**config.mk**
```make
export PLATFORM = sky130hd
export DESIGN_NAME = mips_multicycle_ctrl
export DESIGN_NICKNAME = d
export VERILOG_FILES = /design/src/rtl/mips_ctrl_pkg.sv /design/src/rtl/mips_ctrl_outdec.sv /design/src/rtl/mips_multicycle_ctrl.sv
export SDC_FILE = /design/constraint.sdc
export NUM_CORES = 1
export LEC_CHECK = 0
export ABC_AREA = 0
export BUFFER_PORTS_ARGS = -buffer_cell sky130_fd_sc_hd__buf_2
export CORE_AREA = 2 2 39 41
export CTS_CLUSTER_DIAMETER = 200
export DETAILED_ROUTE_END_ITERATION = 7
export DIE_AREA = 0 0 41 43
export PLACE_DENSITY = 0.77
export SYNTH_ARGS = -nofsm -noshare
export SYNTH_HDL_FRONTEND = slang
export SYNTH_SLANG_ARGS = --single-unit
```
**constraint.sdc**
```tcl
create_clock -name clk -period 2.7 [get_ports clk]
set_input_delay 0.27 -clock clk [delete_from_list [all_inputs] [get_ports clk]]
set_output_delay 0.27 -clock clk [all_outputs]
set_load 0.05 [all_outputs]
```
**src/rtl/mips_ctrl_pkg.sv**
```systemverilog
// rtl/mips_ctrl_pkg.sv - opcodes, state codes and datapath select encodings for the multicycle MIPS control
package mips_ctrl_pkg;

    localparam logic [5:0] OP_R    = 6'b000000;
    localparam logic [5:0] OP_LW   = 6'b100011;
    localparam logic [5:0] OP_SW   = 6'b101011;
    localparam logic [5:0] OP_BEQ  = 6'b000100;
    localparam logic [5:0] OP_ADDI = 6'b001000;
    localparam logic [5:0] OP_J    = 6'b000010;

    typedef enum logic [3:0] {
        S_FETCH  = 4'd0,
        S_DECODE = 4'd1,
        S_MEMADR = 4'd2,
        S_MEMRD  = 4'd3,
        S_MEMWB  = 4'd4,
        S_MEMWR  = 4'd5,
        S_EXEC   = 4'd6,
        S_ALUWB  = 4'd7,
        S_BRANCH = 4'd8,
        S_ADDIEX = 4'd9,
        S_ADDIWB = 4'd10,
        S_JUMP   = 4'd11
    } state_t;

    localparam logic [1:0] SRCB_B      = 2'b00;
    localparam logic [1:0] SRCB_FOUR   = 2'b01;
    localparam logic [1:0] SRCB_IMM    = 2'b10;
    localparam logic [1:0] SRCB_IMM_SH = 2'b11;

    localparam logic [1:0] ALUOP_ADD   = 2'b00;
    localparam logic [1:0] ALUOP_SUB   = 2'b01;
    localparam logic [1:0] ALUOP_FUNCT = 2'b10;

    localparam logic [1:0] PCSRC_ALU    = 2'b00;
    localparam logic [1:0] PCSRC_ALUOUT = 2'b01;
    localparam logic [1:0] PCSRC_JUMP   = 2'b10;

endpackage

```
**src/rtl/mips_ctrl_outdec.sv**
```systemverilog
// rtl/mips_ctrl_outdec.sv - combinational state/mem_ready to datapath control decoder
module mips_ctrl_outdec
    import mips_ctrl_pkg::*;
(
    input  logic [3:0] state,
    input  logic       mem_ready,
    output logic       pc_write,
    output logic       pc_write_cond,
    output logic       iord,
    output logic       mem_read,
    output logic       mem_write,
    output logic       ir_write,
    output logic       reg_dst,
    output logic       mem_to_reg,
    output logic       reg_write,
    output logic       alu_src_a,
    output logic [1:0] alu_src_b,
    output logic [1:0] alu_op,
    output logic [1:0] pc_source
);

    always_comb begin
        pc_write      = 1'b0;
        pc_write_cond = 1'b0;
        iord          = 1'b0;
        mem_read      = 1'b0;
        mem_write     = 1'b0;
        ir_write      = 1'b0;
        reg_dst       = 1'b0;
        mem_to_reg    = 1'b0;
        reg_write     = 1'b0;
        alu_src_a     = 1'b0;
        alu_src_b     = SRCB_B;
        alu_op        = ALUOP_ADD;
        pc_source     = PCSRC_ALU;
        case (state)
            S_FETCH: begin
                // IR load and PC+4 only commit on the cycle the memory returns data
                mem_read  = 1'b1;
                alu_src_b = SRCB_FOUR;
                ir_write  = mem_ready;
                pc_write  = mem_ready;
            end
            S_DECODE: alu_src_b = SRCB_IMM_SH;
            S_MEMADR: begin
                alu_src_a = 1'b1;
                alu_src_b = SRCB_IMM;
            end
            S_MEMRD: begin
                iord     = 1'b1;
                mem_read = 1'b1;
            end
            S_MEMWB: begin
                mem_to_reg = 1'b1;
                reg_write  = 1'b1;
            end
            S_MEMWR: begin
                iord      = 1'b1;
                mem_write = 1'b1;
            end
            S_EXEC: begin
                alu_src_a = 1'b1;
                alu_op    = ALUOP_FUNCT;
            end
            S_ALUWB: begin
                reg_dst   = 1'b1;
                reg_write = 1'b1;
            end
            S_BRANCH: begin
                alu_src_a     = 1'b1;
                alu_op        = ALUOP_SUB;
                pc_source     = PCSRC_ALUOUT;
                pc_write_cond = 1'b1;
            end
            S_ADDIEX: begin
                alu_src_a = 1'b1;
                alu_src_b = SRCB_IMM;
            end
            S_ADDIWB: reg_write = 1'b1;
            S_JUMP: begin
                pc_source = PCSRC_JUMP;
                pc_write  = 1'b1;
            end
            default: ;
        endcase
    end

endmodule

```
**src/rtl/mips_multicycle_ctrl.sv**
```systemverilog
// rtl/mips_multicycle_ctrl.sv - multicycle MIPS main control FSM with memory-ready stall
module mips_multicycle_ctrl
    import mips_ctrl_pkg::*;
(
    input  logic       clk,
    input  logic       rst_n,
    input  logic [5:0] opcode,
    input  logic       mem_ready,
    output logic       pc_write,
    output logic       pc_write_cond,
    output logic       iord,
    output logic       mem_read,
    output logic       mem_write,
    output logic       ir_write,
    output logic       reg_dst,
    output logic       mem_to_reg,
    output logic       reg_write,
    output logic       alu_src_a,
    output logic [1:0] alu_src_b,
    output logic [1:0] alu_op,
    output logic [1:0] pc_source,
    output logic       illegal,
    output logic [3:0] state
);

    state_t state_q;

    logic dec_pc_write;
    logic dec_pc_write_cond;
    logic dec_mem_read;
    logic dec_mem_write;
    logic dec_ir_write;
    logic dec_reg_write;

    always_ff @(posedge clk or negedge rst_n) begin
        if (!rst_n) begin
            state_q <= S_FETCH;
            illegal <= 1'b0;
        end else begin
            illegal <= 1'b0;
            case (state_q)
                S_FETCH:  if (mem_ready) state_q <= S_DECODE;
                S_DECODE: begin
                    case (opcode)
                        OP_LW, OP_SW: state_q <= S_MEMADR;
                        OP_R:         state_q <= S_EXEC;
                        OP_BEQ:       state_q <= S_BRANCH;
                        OP_ADDI:      state_q <= S_ADDIEX;
                        OP_J:         state_q <= S_JUMP;
                        default: begin
                            state_q <= S_FETCH;
                            illegal <= 1'b1;
                        end
                    endcase
                end
                S_MEMADR: state_q <= (opcode == OP_SW) ? S_MEMWR : S_MEMRD;
                S_MEMRD:  if (mem_ready) state_q <= S_MEMWB;
                S_MEMWB:  state_q <= S_FETCH;
                S_MEMWR:  if (mem_ready) state_q <= S_FETCH;
                S_EXEC:   state_q <= S_ALUWB;
                S_ALUWB:  state_q <= S_FETCH;
                S_BRANCH: state_q <= S_FETCH;
                S_ADDIEX: state_q <= S_ADDIWB;
                S_ADDIWB: state_q <= S_FETCH;
                S_JUMP:   state_q <= S_FETCH;
                default:  state_q <= S_FETCH;
            endcase
        end
    end

    assign state = state_q;

    mips_ctrl_outdec u_outdec (
        .state         (state_q),
        .mem_ready     (mem_ready),
        .pc_write      (dec_pc_write),
        .pc_write_cond (dec_pc_write_cond),
        .iord          (iord),
        .mem_read      (dec_mem_read),
        .mem_write     (dec_mem_write),
        .ir_write      (dec_ir_write),
        .reg_dst       (reg_dst),
        .mem_to_reg    (mem_to_reg),
        .reg_write     (dec_reg_write),
        .alu_src_a     (alu_src_a),
        .alu_src_b     (alu_src_b),
        .alu_op        (alu_op),
        .pc_source     (pc_source)
    );

    // Strobes are masked by reset itself so an abort never leaves a write pending
    assign pc_write      = dec_pc_write      & rst_n;
    assign pc_write_cond = dec_pc_write_cond & rst_n;
    assign mem_read      = dec_mem_read      & rst_n;
    assign mem_write     = dec_mem_write     & rst_n;
    assign ir_write      = dec_ir_write      & rst_n;
    assign reg_write     = dec_reg_write     & rst_n;

endmodule

```
# After elaboration in Yosys (flattened, before gate mapping)
# Index checks and enable logic that the tools add are counted.
# totals
ff_bits	5
inputBits	9
output_inout_bits	21
wordCells	58
# classes
eq_ne	19
mux	21
n_bitwise	6
reduce_logical	10
# op_table
operator	count
$pmux W4 S7	1
$pmux W4 S5	1
$eq A4 B3 Y1 const B	4
$eq A4 B4 Y1 const B	4
$eq A6 B6 Y1 const B	2
$mux W4	3
$mux W1	11
$eq A4 B2 Y1 const B	2
$pmux W2 S2	2
$reduce_or A2 Y1	4
$and A1 B1 Y1	6
$eq A6 B2 Y1 const B	1
$eq A6 B3 Y1 const B	1
$eq A6 B4 Y1 const B	1
$logic_not A6 Y1	1
$ne A2 B2 Y1 const B	3
$pmux W2 S3	1
$reduce_or A6 Y1	1
$eq A4 B1 Y1 const B	1
$logic_not A4 Y1	1
$reduce_or A4 Y1	1
$mux W3	1
$reduce_and A3 Y1	1
$reduce_or A3 Y1	1
$pmux W1 S2	1

# Depth between registers and ports, before layout
# logic_depth
ltp_word	4
mapped_depth	5
depth_no_buf	3

# Hierarchy
# A second synthesis with hierarchy kept.
# unflattened
cells_unflattened	81
area_unflattened_um2	591.8
# by_module_without_submodules
mod	n_inst	cells_per_inst	area_per_inst_um2	seq_area_each_um2
mips_multicycle_ctrl	1	50	407.9	125.1
mips_ctrl_outdec	1	31	183.9	0.0

# Worst setup path before layout
# No wires, ideal clock.
# synth_path
path_kind	register to output
start	register state_q[1] (netlist: state[1])
end	output port pc_write_cond
arrival_time_ns	2.651
required_ns	2.430
setup_slack_ns	-0.221
path_stages_with_launch	5
n_path_buf	2
cell_sequence	dfrtp_1 buf_6 buf_2 nor3_1 and2_1
# synth_between
elab_chain_cells	3
# synth_rtl
item	line	source
start: declaration	mips_multicycle_ctrl.sv:26	state_t state_q;
start signal: assignment	mips_multicycle_ctrl.sv:56	S_MEMADR: state_q <= (opcode == OP_SW) ? S_MEMWR : S_MEMRD;
$eq A4 B4 Y1	mips_ctrl_outdec.sv:36	case (state)
$mux W1	mips_ctrl_outdec.sv:36	
$and A1 B1 Y1	mips_multicycle_ctrl.sv:93	assign pc_write_cond = dec_pc_write_cond & rst_n;
end: declaration	mips_multicycle_ctrl.sv:10	output logic pc_write_cond,
# No other way between the ends.

# Worst setup path in the final report
# layout_path
start	register state_q[1] (netlist: state[1])
end	output port reg_write
# layout_between
elab_chain_cells	4
word_cells_on_any_way	6
classes_between	eq/ne: 3; mux: 1; bitwise: 1; reduce/logical: 1
# layout_rtl
item	line	source
$eq A4 B3 Y1 or $eq A4 B4 Y1 (tied branches)	mips_ctrl_outdec.sv:36	
$reduce_or A3 Y1 (no line) *	n/a	
$mux W1 *	mips_ctrl_outdec.sv:36	
$and A1 B1 Y1 *	mips_multicycle_ctrl.sv:97	assign reg_write = dec_reg_write & rst_n;
end: declaration	mips_multicycle_ctrl.sv:17	output logic reg_write,
# Every way passes the cells marked *; elsewhere a longest branch is shown, timed or not.

==> impl_metrics.ini <==
[pwr]
leakagePower_uw = 0.000356
power_density_nw_per_um2 = 1360
ir_worst_vdd_mv = 0.582

[final_layout]
antenna-diode-count = 0
syn2layout_area_growth_pct = 28.8
nets = 113
drive_gt1_share_pct = 35.0
layout_commonest_cell = buf_2
final_cell_mix = buf_2, nor2_1, nor3_1, dfrtp_1, nand2b_1

[clock_network]
worst_skew_pair.late_latency_ps = 240
h-tree-depth = 1
cts_root_buf = clkbuf_4
cts-resized-gates = 0
cts_hold_buffers = 1
tritoncts = built
post_cts_buffers = 0
cts_buffer_depth = 2
cts_buffers = 3
clk_pin_slew_worst_paths_ps = 40
cts.sinks = 5

[route]
drt_iter0_drc = 11
wirelength_mm = 1.45
drc = 0
ant_nets = 0
vias = 656
routed_via_density = 5.51
post_drt_wl_per_cell_um = 12.2
dr.pass1.iters = 5

[sta]
period_share_pct = 78.6
finClkSkew_ps = 4.74
setup_viol = 0
rsz0062_at_grt = no
min_period_ps = 2120
tightest_slew_ps = 711
slew_headroom_pct = 52.6
hold_viol_final = 0
tns_ps = 0
maxSlewViolCount = 0
max_freq_ghz = 0.471
timing.final.ws_setup_ps = 578

[floorplan]
core_sq_um = 1380
io_pins = 30
rows = 14
design.die.area_sq_um = 1760
die_w_um = 41
die-height_um = 43
initial_core_util_pct = 41.4

[setup_path]
critPathSlowestCell = dfrtp_1
worstPathCellList = nand2b_1 > o22ai_1 > and2_1 > buf_2
crit_arrival_ps = 1850
critPathKind = reg -> out
crit_fanout = 21
cp-start-kind = register
crit_path_end_kind = output port
slowest_delay_ps = 800
required_ps = 2430

[run_status]
status = complete, no violations

[hold_path]
hold_class = in -> reg

[global_routing]
antenna_found_initial = 0
grt_pass1_vias = 543
grt_use_total_pct = 18.8
grt_max_degree = 22
grt_pass1_wl_mm = 2.28
overflow = 0

[logic_synthesis]
syn-num-nets = 85
postSynthAreaPerCell_sq_um = 7.54
yosys_warnings = 0
seq_area_frac_synth_pct = 21.8
synth_cell_type_count = 33
syn_area_sq_um = 573
ys_seq_elements = 5
synthCells = 76

[job]
maxCapViolCount = 0

[placed_design]
dp_slack_ps = 873
port_buffers = 29
hpwl_mm = 1.05
gp_congestion = 0.861
## registers in the layout, indices dropped and copies added, names as in the netlist
signal   flops
state        4
illegal      1
## synthesized netlist by cell type
cell | n | share of area (%)
nor4b_1 | 1 | 1.5
clkbuf_2 | 1 | 0.87
buf_2 | 5 | 4.4
a21o_1 | 1 | 1.3
o31ai_1 | 1 | 1.3
nor2b_1 | 3 | 3.3
a2111oi_2 | 1 | 2.6
nor3_1 | 9 | 7.9
and3_1 | 2 | 2.2
nor4b_2 | 1 | 2.6
o21ai_0 | 3 | 2.6
and4_1 | 1 | 1.5
and4_2 | 1 | 1.7
inv_1 | 2 | 1.3
xnor2_1 | 2 | 3.1
a22oi_1 | 1 | 1.3
buf_6 | 1 | 2.0
nor3b_1 | 1 | 1.3
dfrtp_1 | 5 | 22
o32ai_1 | 1 | 1.5
and4b_1 | 1 | 1.7
and2_1 | 2 | 2.2
a21oi_1 | 3 | 2.6
o211ai_1 | 3 | 3.9
nand2_1 | 3 | 2.0
xor2_1 | 3 | 4.6
a31o_1 | 1 | 1.5
nor2_1 | 8 | 5.2
o22ai_1 | 1 | 1.1
nand3_1 | 2 | 1.7
nor4_1 | 1 | 1.1
nand2b_1 | 4 | 4.4
a221o_1 | 1 | 1.7
## metrics by stage
step | power [uW] | hold WS [ps] | instance area [sq um] | utilization (%) | std cells
floorplan | 801 | -25.6 | 578 | - | 76
global placement | 906 | 122 | 702 | 50.7 | 114
detailed placement | 921 | 127 | 702 | 50.7 | 114
CTS | 1010 | 380 | 738 | 53.3 | 119
global route | 1070 | 422 | 738 | 53.3 | 119
finish | 1010 | 383 | 738 | 53.3 | 119
## final cells by class
cell class | count | area [sq um]
Clock buffer | 4 | 26.3
Inverter | 2 | 7.51
Sequential cell | 5 | 125
Timing Repair Buffer | 30 | 155
Tap cell | 16 | 20.0
Fill cell | 143 | 646
Multi-Input combinational cell | 62 | 404
## logic make-up after synthesis
logic type / share of synthesized area, %
simple gates: 40.4
compound gates: 21.6
buf+inv: 8.51
xor+xnor: 7.64
flops: 21.8
## worst paths after layout
path | startpoint | to | slack [ps] | cells past startpoint
setup reg to reg | state[1] | state[2] | 1070 | 3
hold / removal | opcode[0] | state[0] | 380 | 4
hold reg to reg | state[3] | state[0] | 640 | 1
max in group asynchronous | rst_n | illegal | 2100 | 2
setup / recovery | state[1] | reg_write | 580 | 4
min in group asynchronous | rst_n | state[0] | 410 | 2
## power by group
group | internal [uW] | total (uW) | switching, uW
Combinational | 200 | 706 | 507
Clock | 55.8 | 84.7 | 28.9
Sequential | 103 | 215 | 112
Total | 358 | 1010 | 647
## critical path, delay by kind of cell, from the launching register on
| kind | cells | cell delay, ps |
|---|---|---|
| flops | 1 | 800 |
| simple gates | 2 | 360 |
| compound gates | 1 | 210 |
| buf+inv | 1 | 250 |
## routing by layer
layer	share of wire, %	GRT usage, %	vias up
li1	-	-	336
met1	45	24.7	294
met2	49	29.1	26
met3	5.6	4.71	0
met4	0	6.00	0
met5	0	0	-
(Power assumes the default switching activity.)
